--- src/rtl/iic_target_pkg.sv ---
// Shared types and constants for the I2C register-file responder.
package iic_target_pkg;

  localparam int unsigned SyncStages = 2;

  localparam logic AckBit  = 1'b0;
  localparam logic NackBit = 1'b1;

  typedef enum logic [3:0] {
    StIdle,
    StAddr,
    StAddrAck,
    StPtr,
    StPtrAck,
    StWdata,
    StWdataAck,
    StRdata,
    StRdataMack,
    StWaitStop
  } iic_state_e;

  function automatic logic [7:0] sat_inc8(input logic [7:0] v);
    return (v == 8'hFF) ? v : v + 8'd1;
  endfunction

endpackage

--- src/rtl/iic_bus_sync.sv ---
// Synchronises raw SCL/SDA into sys_clk and derives edge and START/STOP events.
module iic_bus_sync
  import iic_target_pkg::*;
(
  input  logic sys_clk,
  input  logic sys_rst_n,
  input  logic scl_in,
  input  logic sda_in,
  output logic scl_rise,
  output logic scl_fall,
  output logic start_det,
  output logic stop_det,
  output logic sda_s
);

  logic [SyncStages-1:0] scl_sync_q, sda_sync_q;
  logic                  scl_hist_q, sda_hist_q;
  logic                  scl_s;

  // Reset to the idle (released) bus level so no spurious events follow reset.
  always_ff @(posedge sys_clk or negedge sys_rst_n) begin
    if (!sys_rst_n) begin
      scl_sync_q <= '1;
      sda_sync_q <= '1;
      scl_hist_q <= 1'b1;
      sda_hist_q <= 1'b1;
    end else begin
      scl_sync_q <= {scl_sync_q[SyncStages-2:0], scl_in};
      sda_sync_q <= {sda_sync_q[SyncStages-2:0], sda_in};
      scl_hist_q <= scl_s;
      sda_hist_q <= sda_s;
    end
  end

  assign scl_s = scl_sync_q[SyncStages-1];
  assign sda_s = sda_sync_q[SyncStages-1];

  assign scl_rise  = scl_s & ~scl_hist_q;
  assign scl_fall  = ~scl_s & scl_hist_q;
  assign start_det = scl_s & scl_hist_q & sda_hist_q & ~sda_s;
  assign stop_det  = scl_s & scl_hist_q & ~sda_hist_q & sda_s;

endmodule

--- src/rtl/iic_target_regs.sv ---
// I2C responder with a byte-wide register file, auto-incrementing pointer,
// write strobe output and a local read port.
module iic_target_regs
  import iic_target_pkg::*;
#(
  parameter logic [6:0]  DEV_ADDR = 7'h3B,
  parameter int unsigned REG_AW   = 4
) (
  input  logic              sys_clk,
  input  logic              sys_rst_n,
  input  logic              iic_scl_in,
  input  logic              iic_sda_in,
  output logic              iic_sda_oe,
  output logic              reg_wr_pulse,
  output logic [7:0]        reg_wr_addr,
  output logic [7:0]        reg_wr_data,
  input  logic [REG_AW-1:0] loc_rd_addr,
  output logic [7:0]        loc_rd_data,
  output logic              busy,
  output logic [7:0]        nack_cnt
);

  localparam int unsigned NumRegs = 1 << REG_AW;

  logic scl_rise, scl_fall, start_det, stop_det, sda_s;

  iic_bus_sync u_sync (
    .sys_clk   (sys_clk),
    .sys_rst_n (sys_rst_n),
    .scl_in    (iic_scl_in),
    .sda_in    (iic_sda_in),
    .scl_rise  (scl_rise),
    .scl_fall  (scl_fall),
    .start_det (start_det),
    .stop_det  (stop_det),
    .sda_s     (sda_s)
  );

  iic_state_e state_q, state_d;
  logic [3:0] cnt_q, cnt_d;
  logic [7:0] shift_q, shift_d;
  logic [7:0] ptr_q, ptr_d;
  logic       oe_q, oe_d;
  logic       busy_q, busy_d;
  logic [7:0] nack_q, nack_d;
  logic       mack_q, mack_d;
  logic       wr_pulse_q, wr_pulse_d;
  logic [7:0] wr_addr_q, wr_addr_d;
  logic [7:0] wr_data_q, wr_data_d;
  logic       reg_we;
  logic [7:0] regs_q [NumRegs];
  logic [7:0] loc_rd_data_q;
  logic [7:0] ptr_inc, rd_byte, nxt_byte;

  assign ptr_inc  = ptr_q + 8'd1;
  assign rd_byte  = regs_q[ptr_q[REG_AW-1:0]];
  assign nxt_byte = regs_q[ptr_inc[REG_AW-1:0]];

  always_comb begin
    state_d    = state_q;
    cnt_d      = cnt_q;
    shift_d    = shift_q;
    ptr_d      = ptr_q;
    oe_d       = oe_q;
    busy_d     = busy_q;
    nack_d     = nack_q;
    mack_d     = mack_q;
    wr_pulse_d = 1'b0;
    wr_addr_d  = wr_addr_q;
    wr_data_d  = wr_data_q;
    reg_we     = 1'b0;

    if (stop_det) begin
      state_d = StIdle;
      oe_d    = 1'b0;
      busy_d  = 1'b0;
    end else if (start_det) begin
      state_d = StAddr;
      cnt_d   = 4'd0;
      oe_d    = 1'b0;
    end else begin
      if (scl_rise) begin
        case (state_q)
          StAddr, StPtr, StWdata: begin
            shift_d = {shift_q[6:0], sda_s};
            cnt_d   = cnt_q + 4'd1;
          end
          StRdata:     cnt_d  = cnt_q + 4'd1;
          StRdataMack: mack_d = sda_s;
          default: ;
        endcase
      end

      if (scl_fall) begin
        case (state_q)
          StAddr: begin
            if (cnt_q == 4'd8) begin
              cnt_d = 4'd0;
              if (shift_q[7:1] == DEV_ADDR) begin
                busy_d  = 1'b1;
                oe_d    = 1'b1;
                state_d = StAddrAck;
              end else begin
                nack_d  = sat_inc8(nack_q);
                state_d = StWaitStop;
              end
            end
          end
          StAddrAck: begin
            if (shift_q[0]) begin
              shift_d = rd_byte;
              oe_d    = ~rd_byte[7];
              state_d = StRdata;
            end else begin
              oe_d    = 1'b0;
              state_d = StPtr;
            end
          end
          StPtr: begin
            if (cnt_q == 4'd8) begin
              cnt_d   = 4'd0;
              ptr_d   = shift_q;
              oe_d    = 1'b1;
              state_d = StPtrAck;
            end
          end
          StWdata: begin
            if (cnt_q == 4'd8) begin
              cnt_d      = 4'd0;
              reg_we     = 1'b1;
              wr_pulse_d = 1'b1;
              wr_addr_d  = ptr_q;
              wr_data_d  = shift_q;
              ptr_d      = ptr_inc;
              oe_d       = 1'b1;
              state_d    = StWdataAck;
            end
          end
          StPtrAck, StWdataAck: begin
            oe_d    = 1'b0;
            state_d = StWdata;
          end
          StRdata: begin
            // Bit 7 went out on entry; falls 1..7 present bits 6..0.
            if (cnt_q == 4'd8) begin
              cnt_d   = 4'd0;
              oe_d    = 1'b0;
              state_d = StRdataMack;
            end else begin
              shift_d = {shift_q[6:0], 1'b0};
              oe_d    = ~shift_q[6];
            end
          end
          StRdataMack: begin
            if (mack_q == NackBit) begin
              oe_d    = 1'b0;
              state_d = StWaitStop;
            end else begin
              ptr_d   = ptr_inc;
              shift_d = nxt_byte;
              oe_d    = ~nxt_byte[7];
              state_d = StRdata;
            end
          end
          default: ;
        endcase
      end
    end
  end

  always_ff @(posedge sys_clk or negedge sys_rst_n) begin
    if (!sys_rst_n) begin
      state_q    <= StIdle;
      cnt_q      <= 4'd0;
      shift_q    <= 8'd0;
      ptr_q      <= 8'd0;
      oe_q       <= 1'b0;
      busy_q     <= 1'b0;
      nack_q     <= 8'd0;
      mack_q     <= NackBit;
      wr_pulse_q <= 1'b0;
      wr_addr_q  <= 8'd0;
      wr_data_q  <= 8'd0;
    end else begin
      state_q    <= state_d;
      cnt_q      <= cnt_d;
      shift_q    <= shift_d;
      ptr_q      <= ptr_d;
      oe_q       <= oe_d;
      busy_q     <= busy_d;
      nack_q     <= nack_d;
      mack_q     <= mack_d;
      wr_pulse_q <= wr_pulse_d;
      wr_addr_q  <= wr_addr_d;
      wr_data_q  <= wr_data_d;
    end
  end

  always_ff @(posedge sys_clk or negedge sys_rst_n) begin
    if (!sys_rst_n) begin
      regs_q        <= '{default: '0};
      loc_rd_data_q <= 8'd0;
    end else begin
      if (reg_we) regs_q[ptr_q[REG_AW-1:0]] <= shift_q;
      loc_rd_data_q <= regs_q[loc_rd_addr];
    end
  end

  assign iic_sda_oe   = oe_q;
  assign reg_wr_pulse = wr_pulse_q;
  assign reg_wr_addr  = wr_addr_q;
  assign reg_wr_data  = wr_data_q;
  assign loc_rd_data  = loc_rd_data_q;
  assign busy         = busy_q;
  assign nack_cnt     = nack_q;

endmodule

--- config.mk ---
export PLATFORM = sky130hd
export DESIGN_NAME = iic_target_regs
export DESIGN_NICKNAME = d
export VERILOG_FILES = /design/src/rtl/iic_target_pkg.sv /design/src/rtl/iic_bus_sync.sv /design/src/rtl/iic_target_regs.sv
export SDC_FILE = /design/constraint.sdc
export NUM_CORES = 1
export LEC_CHECK = 0
export BUFFER_PORTS_ARGS = -buffer_cell sky130_fd_sc_hd__buf_4
export CAP_MARGIN = 0
export CORE_MARGIN = 5
export CORE_UTILIZATION = 55
export CTS_BUF_LIST = sky130_fd_sc_hd__clkbuf_8 sky130_fd_sc_hd__clkbuf_16
export DETAILED_ROUTE_END_ITERATION = 8
export PLACE_DENSITY = 0.83
export SLEW_MARGIN = 20
export SYNTH_ARGS = -nofsm -noshare
export SYNTH_HDL_FRONTEND = slang
export SYNTH_SLANG_ARGS = --single-unit
--- constraint.sdc ---
create_clock -name sys_clk -period 3.3 [get_ports sys_clk]
set_input_delay 0.33 -clock sys_clk [delete_from_list [all_inputs] [get_ports sys_clk]]
set_output_delay 0.33 -clock sys_clk [all_outputs]
set_load 0.02 [all_outputs]
* Word level (Yosys, flattened, before mapping)
Index checks and enable logic that the tools add are counted.
** Storage, ports and cells
- Input bits :: 8
- Flip-flop bits (word level) :: 194
** Operators by class
- Reduce and logical (&&, ||, !) cells :: 21
- Multiplexer cells :: 59
- $add $sub $neg :: 3
- Eq/ne operators :: 21
- $lt $le $gt $ge :: 4
- Bitwise logic cells :: 21
** Operators by type and width (count)
- 128-bit bitwise mux :: 1
- 8-bit two-way mux :: 16
- 8-bit binary-select mux with 4-bit select :: 3
- 4-bit two-way mux :: 15
- 8-bit case mux with 3 select lines :: 2
- 8-bit demux with 4-bit select :: 1
- 4-bit case mux with 7 select lines :: 1
- 4-bit inequality test, second input constant :: 5
- 1-bit two-way mux :: 18
- 8-bit by 1-bit adder with 8-bit output, second input constant :: 2
- 4-bit by 3-bit equality test with 1-bit output, second input constant :: 4
- 5-bit >= comparator, second input constant :: 3
- 4-bit NOT with 5-bit output :: 3
- 5-bit AND reduction :: 3
- 7-bit AND reduction :: 2
- 1-bit NOT :: 11
- 9-bit nonzero test :: 1
- 4-bit by 2-bit equality test with 1-bit output, second input constant :: 2
- 4-bit equality test, second input constant :: 2
- 8-bit equality test, second input constant :: 1
- 2-bit nonzero test :: 4
- 8-bit nonzero test :: 1
- 1-bit AND :: 7
- 7-bit by 6-bit equality test with 1-bit output, second input constant :: 1
- 16 further kinds :: 20

* Depth between registers and ports, before layout
- Word-level depth :: 11
- Depth in mapped cells :: 12

* By module
A second synthesis with hierarchy kept.
** Unflattened totals
- Cells, all modules :: 846
- Area, all modules :: 11443.5 µm²
** Modules (own cells, without submodules)
- iic_target_regs :: cells an instance 836, instances 1, area an instance 11253.3 µm²
- iic_bus_sync :: cells an instance 10, instances 1, area an instance 190.2 µm²

* Worst setup path after synthesis
OpenSTA, ideal clock, no wires.
- Kind :: register to register
- From :: reg ptr_q[0]
- To :: reg shift_q[1]
- Arrival :: 2.758 ns
- Period minus slack after synthesis :: 2.901 ns
- Data required time :: 3.157 ns
- Cell stages (with the launch flop) :: 12
- Setup slack :: 0.399 ns
- Setup time :: 0.143 ns
- Cell sequence :: dfrtp_1 -> buf_6 -> buf_2 -> inv_1 -> ha_1 -> buf_4 -> buf_2 -> mux4_2 -> mux2i_1 -> nor2_1 -> a2111oi_0 -> a31oi_1
** Between the ends
- Longest elaborated chain between the ends :: 8
- Elaborated cells on any way between the ends :: 13
** RTL lines
- from (decl) :: RTL line iic_target_regs.sv:42 : logic [7:0] ptr_q, ptr_d;
- from (signal assigned) :: RTL line iic_target_regs.sv:188 : ptr_q <= ptr_d;
- 8-bit by 1-bit adder with 8-bit output :: RTL line iic_target_regs.sv:55 : assign ptr_inc = ptr_q + 8'd1;
- 4-bit NOT with 5-bit output (implied by the code) :: RTL line iic_target_regs.sv:57 : assign nxt_byte = regs_q[ptr_inc[REG_AW-1:0]];
- 8-bit binary-select mux with 4-bit select :: RTL line iic_target_regs.sv:57
- 8-bit two-way mux (implied by the code) (2 in series) :: RTL line iic_target_regs.sv:57
- 8-bit two-way mux :: RTL line iic_target_regs.sv:155 : if (mack_q == NackBit) begin
- 8-bit case mux with 3 select lines (*) :: RTL line iic_target_regs.sv:95 : case (state_q)
- 8-bit two-way mux (*) :: RTL line iic_target_regs.sv:94 : if (scl_fall) begin
- to (signal assigned) :: RTL line iic_target_regs.sv:187 : shift_q <= shift_d;
- to (decl) :: RTL line iic_target_regs.sv:41 : logic [7:0] shift_q, shift_d;
Mark *: on every way between the ends. The rest lies on a longest branch, timed or not. The select of a mux whose other input is x is not followed.
A chain may end at the register's enable or synchronous reset.

* Worst setup path in the final report
- From :: reg cnt_q[0]
- To :: reg regs_q[85] in the netlist's numbering
** Between the ends
- Longest elaborated chain between the ends :: 6
** RTL lines
- from (decl) :: RTL line iic_target_regs.sv:40 : logic [3:0] cnt_q, cnt_d;
- from (signal assigned) :: RTL line iic_target_regs.sv:186 : cnt_q <= cnt_d;
- 4-bit equality test :: RTL line iic_target_regs.sv:128 : if (cnt_q == 4'd8) begin
- 1-bit two-way mux :: RTL line iic_target_regs.sv:128
- 1-bit two-way mux :: RTL line iic_target_regs.sv:95
- 1-bit two-way mux :: RTL line iic_target_regs.sv:94
- 1-bit two-way mux :: RTL line iic_target_regs.sv:77 : end else if (start_det) begin
- 1-bit two-way mux :: RTL line iic_target_regs.sv:73 : if (stop_det) begin
- to (signal, indexed assignment) :: RTL line iic_target_regs.sv:204 : if (reg_we) regs_q[ptr_q[REG_AW-1:0]] <= shift_q;
- to (decl) :: RTL line iic_target_regs.sv:51 : logic [7:0] regs_q [NumRegs];
Every way passes these cells.

==> results.yml <==
hold_path:
  hold_class: "input pin to flip-flop"
  hold_path_depth: 2
yosys:
  ys_warn_count: 0
  synth-edff-count: 0
  synth_flop_cell: "dfrtp_1"
  synth_nets: 791
  synth_area_per_cell_sq_um: 14.3
  syn_area_sq_um: 11100
  synth-async-reset-ratio_pct: 100
  synthesis.instances: 776
  synth_seq_cells: 194
  synth.distinct_cells: 59
  synth-seq-area-share_pct: 43.9
power:
  power_w: 0.00683
  power.share.clock_pct: 30.5
  intPower_w: 0.00439
  seqPwrFrac_pct: 40.9
  power_frac_comb_pct: 28.6
  leakagePower_nw: 5.28
  swShare_pct: 35.8
  p_per_area_nw_per_um2: 555
  p_sw_w: 0.00244
  max-vdd-ir-drop_mv: 0.467
critical_path:
  crit_path_end_kind: "flip-flop"
  path_max_fanout: 12
  cp.required_ps: 3630
  worst_setup_path_start_kind: "flip-flop"
  path_buf_inv: 1
  reg2reg_depth: 8
  cp.depth: 8
  worstPathCellList: "inv_1 -> ha_1 -> and3b_1 -> nand2_2 -> and4bb_2 -> nand2_1 -> nor2_2 -> mux2_2"
  arrival_ps: 3320
  worst-setup-path-type: "flip-flop to flip-flop"
  cpPeakStageDelay_ps: 580
  critical-path-top-delay-family: "simple AND/OR/NAND/NOR gates"
  cp_slowest_cell: "and4bb_2"
run:
  cap_violations: 0
placement:
  io_buffers: 42
  place_hpwl_mm: 17.8
  placedCellCount: 1051
  place_congestion: 0.872
detailed_routing:
  ant_nets: 0
  vias_per_cell: 6.76
  wl_per_cell_um: 25.3
  route.final.wire_length_mm: 27.5
  drc: 0
  dr.pass1.iters: 7
  vias: 7343
  drt_iter0_drc: 843
clocking:
  tritoncts: "done"
  numCtsBuffers: 17
  clk_latency_ps: 450
  post-cts-setup-buffers: 0
  cts_max_path_buffers: 2
  cts_max_level: 4
  clk_pin_slew_ps: 80
  clockRootBuffer: "clkbuf_16"
  clkSinkCount: 194
outcome:
  status: "completed"
sta:
  slew_viol_final: 0
  fin_crit_ps: 2990
  worst_slew_pin_slew_ps: 993
  period_share_pct: 90.6
  rsz0062_at_grt: "false"
  tns_ps: 0
  clock.fmax_ghz: 0.334
  setup_viol: 0
  slew_headroom_pct: 33.4
  finalHoldViolations: 0
  fin_skew_ps: 10.3
cells_and_area:
  drive_gt1_share_pct: 47.7
  finalNonFillerCells: 1086
  syn2layout_area_growth_pct: 11.0
  final_nets: 818
  diodes: 0
  nFillCells: 1522
die:
  die_x_um: 152
  ios: 43
  rows: 52
  die_h_um: 152
  coreArea_sq_um: 20000
  dieArea_sq_um: 23100
  initial_core_util_pct: 55.3
global_routing:
  grtUsageTotal_pct: 24.8
  grt_pass1_wl_mm: 45.0
  grt_pass1_vias: 7513
  antenna_found_initial: 0
  overflow: 0
  grt_max_degree: 82
-- placed cells by master (no fill, tap or decap), drive strengths merged, types with 6 or more instances in the layout --
cell / instances
a21oi: 17
o22ai: 9
nand3: 10
o22a: 8
buf: 65
nor2: 37
nand2b: 7
clkbuf: 19
nand2: 28
and3: 6
mux2: 152
dfstp: 7
mux4: 109
o21ai: 23
mux2i: 26
inv: 13
ha: 7
xnor2: 8
nor3: 10
a31oi: 9
dfrtp: 187
-- state kept, by name (all words and copies together), names as in the netlist --
name,flops
reg_wr_addr,8
u_sync.scl_sync_q,2
reg_wr_data,8
u_sync.sda_hist_q,1
shift_q,8
reg_wr_pulse,1
mack_q,1
state_q,4
regs_q,128
busy,1
nack_cnt,8
iic_sda_oe,1
ptr_q,8
loc_rd_data,8
u_sync.scl_hist_q,1
u_sync.sda_sync_q,2
cnt_q,4
-- stage by stage --
step	instance area, sq um	util [%]	worst slack (ps)	hold slack (ps)
floorplan	11100	-	399	34.4
global placement	11700	58.3	530	349
detailed placement	11700	58.3	379	351
CTS	12300	61.4	357	272
global route	12300	61.4	225	283
finish	12300	61.4	310	281
-- worst paths after layout --
kind	startpoint	endpoint	slack [ps]
worst max-delay path	cnt_q[0]	regs_q[85]	310
min in group asynchronous	sys_rst_n	cnt_q[1]	450
worst max register to register	cnt_q[0]	regs_q[85]	310
worst min-delay path	loc_rd_addr[3]	loc_rd_data[7]	280
worst min register to register	u_sync.scl_sync_q[0]	u_sync.scl_sync_q[1]	360
max in group asynchronous	sys_rst_n	reg_wr_data[0]	2030
-- kinds of logic (layout without fill, tap and decap cells) --
| kind of cell | Yosys count | in the layout | synth area share (%) |
|---|---|---|---|
| AOI/OAI and AO/OA | 81 | 81 | 4.63 |
| buffers and inverters | 68 | 108 | 2.76 |
| DFF | 194 | 194 | 43.9 |
| adders and majority gates | 7 | 7 | 0.791 |
| muxes | 287 | 287 | 40.0 |
| and+or+nand+nor | 126 | 126 | 6.85 |
| xor gates and xnor gates | 13 | 13 | 1.10 |
-- cell usage after synthesis, types with 10 or more instances --
cell type,number,area (sq um)
a21oi_1,17,85.1
buf_1,12,45.0
buf_2,19,95.1
clkbuf_1,26,97.6
dfrtp_1,187,4680
mux2_2,151,1700
mux2i_1,26,260
mux4_2,109,2450
nand2_1,26,97.6
nand3_1,10,50.1
nor2_1,26,97.6
o21ai_0,21,105
-- power by group through the flow --
stage          logic [W]  registers (W)  clock network, W
3_5_place_dp     0.00195        0.00283                 0
4_1_cts          0.00196        0.00278           0.00211
3_3_place_gp     0.00193        0.00282                 0
6_report         0.00195        0.00279           0.00208
2_1_floorplan    0.00154        0.00264                 0
5_1_grt          0.00209        0.00282           0.00222
-- repair_timing --
| action | in CTS | in global routing |
|---|---|---|
| resized for setup | 0 | 0 |
| hold buffers | 3 | 0 |
| hold endpoints to repair | 60 | 0 |
-- per-layer routing --
metal	GRT usage (%)	part of all wire (%)	vias to the layer above
li1	-	-	3070
met1	34.4	40	3870
met2	38.5	50	349
met3	7.28	8.5	54
met4	7.45	2.2	0
met5	0	0	-
-- layout make-up --
class	count	area [sq um]	area share, %
flip-flops and latches	194	4870	39.6
repair buffers	69	569	4.63
multi-input cells	514	5910	48.1
inverters	7	26.3	0.214
clock inverters	14	146	1.19
well taps	270	338	2.75
clock buffers	18	439	3.57
(Power assumes the default switching activity.)
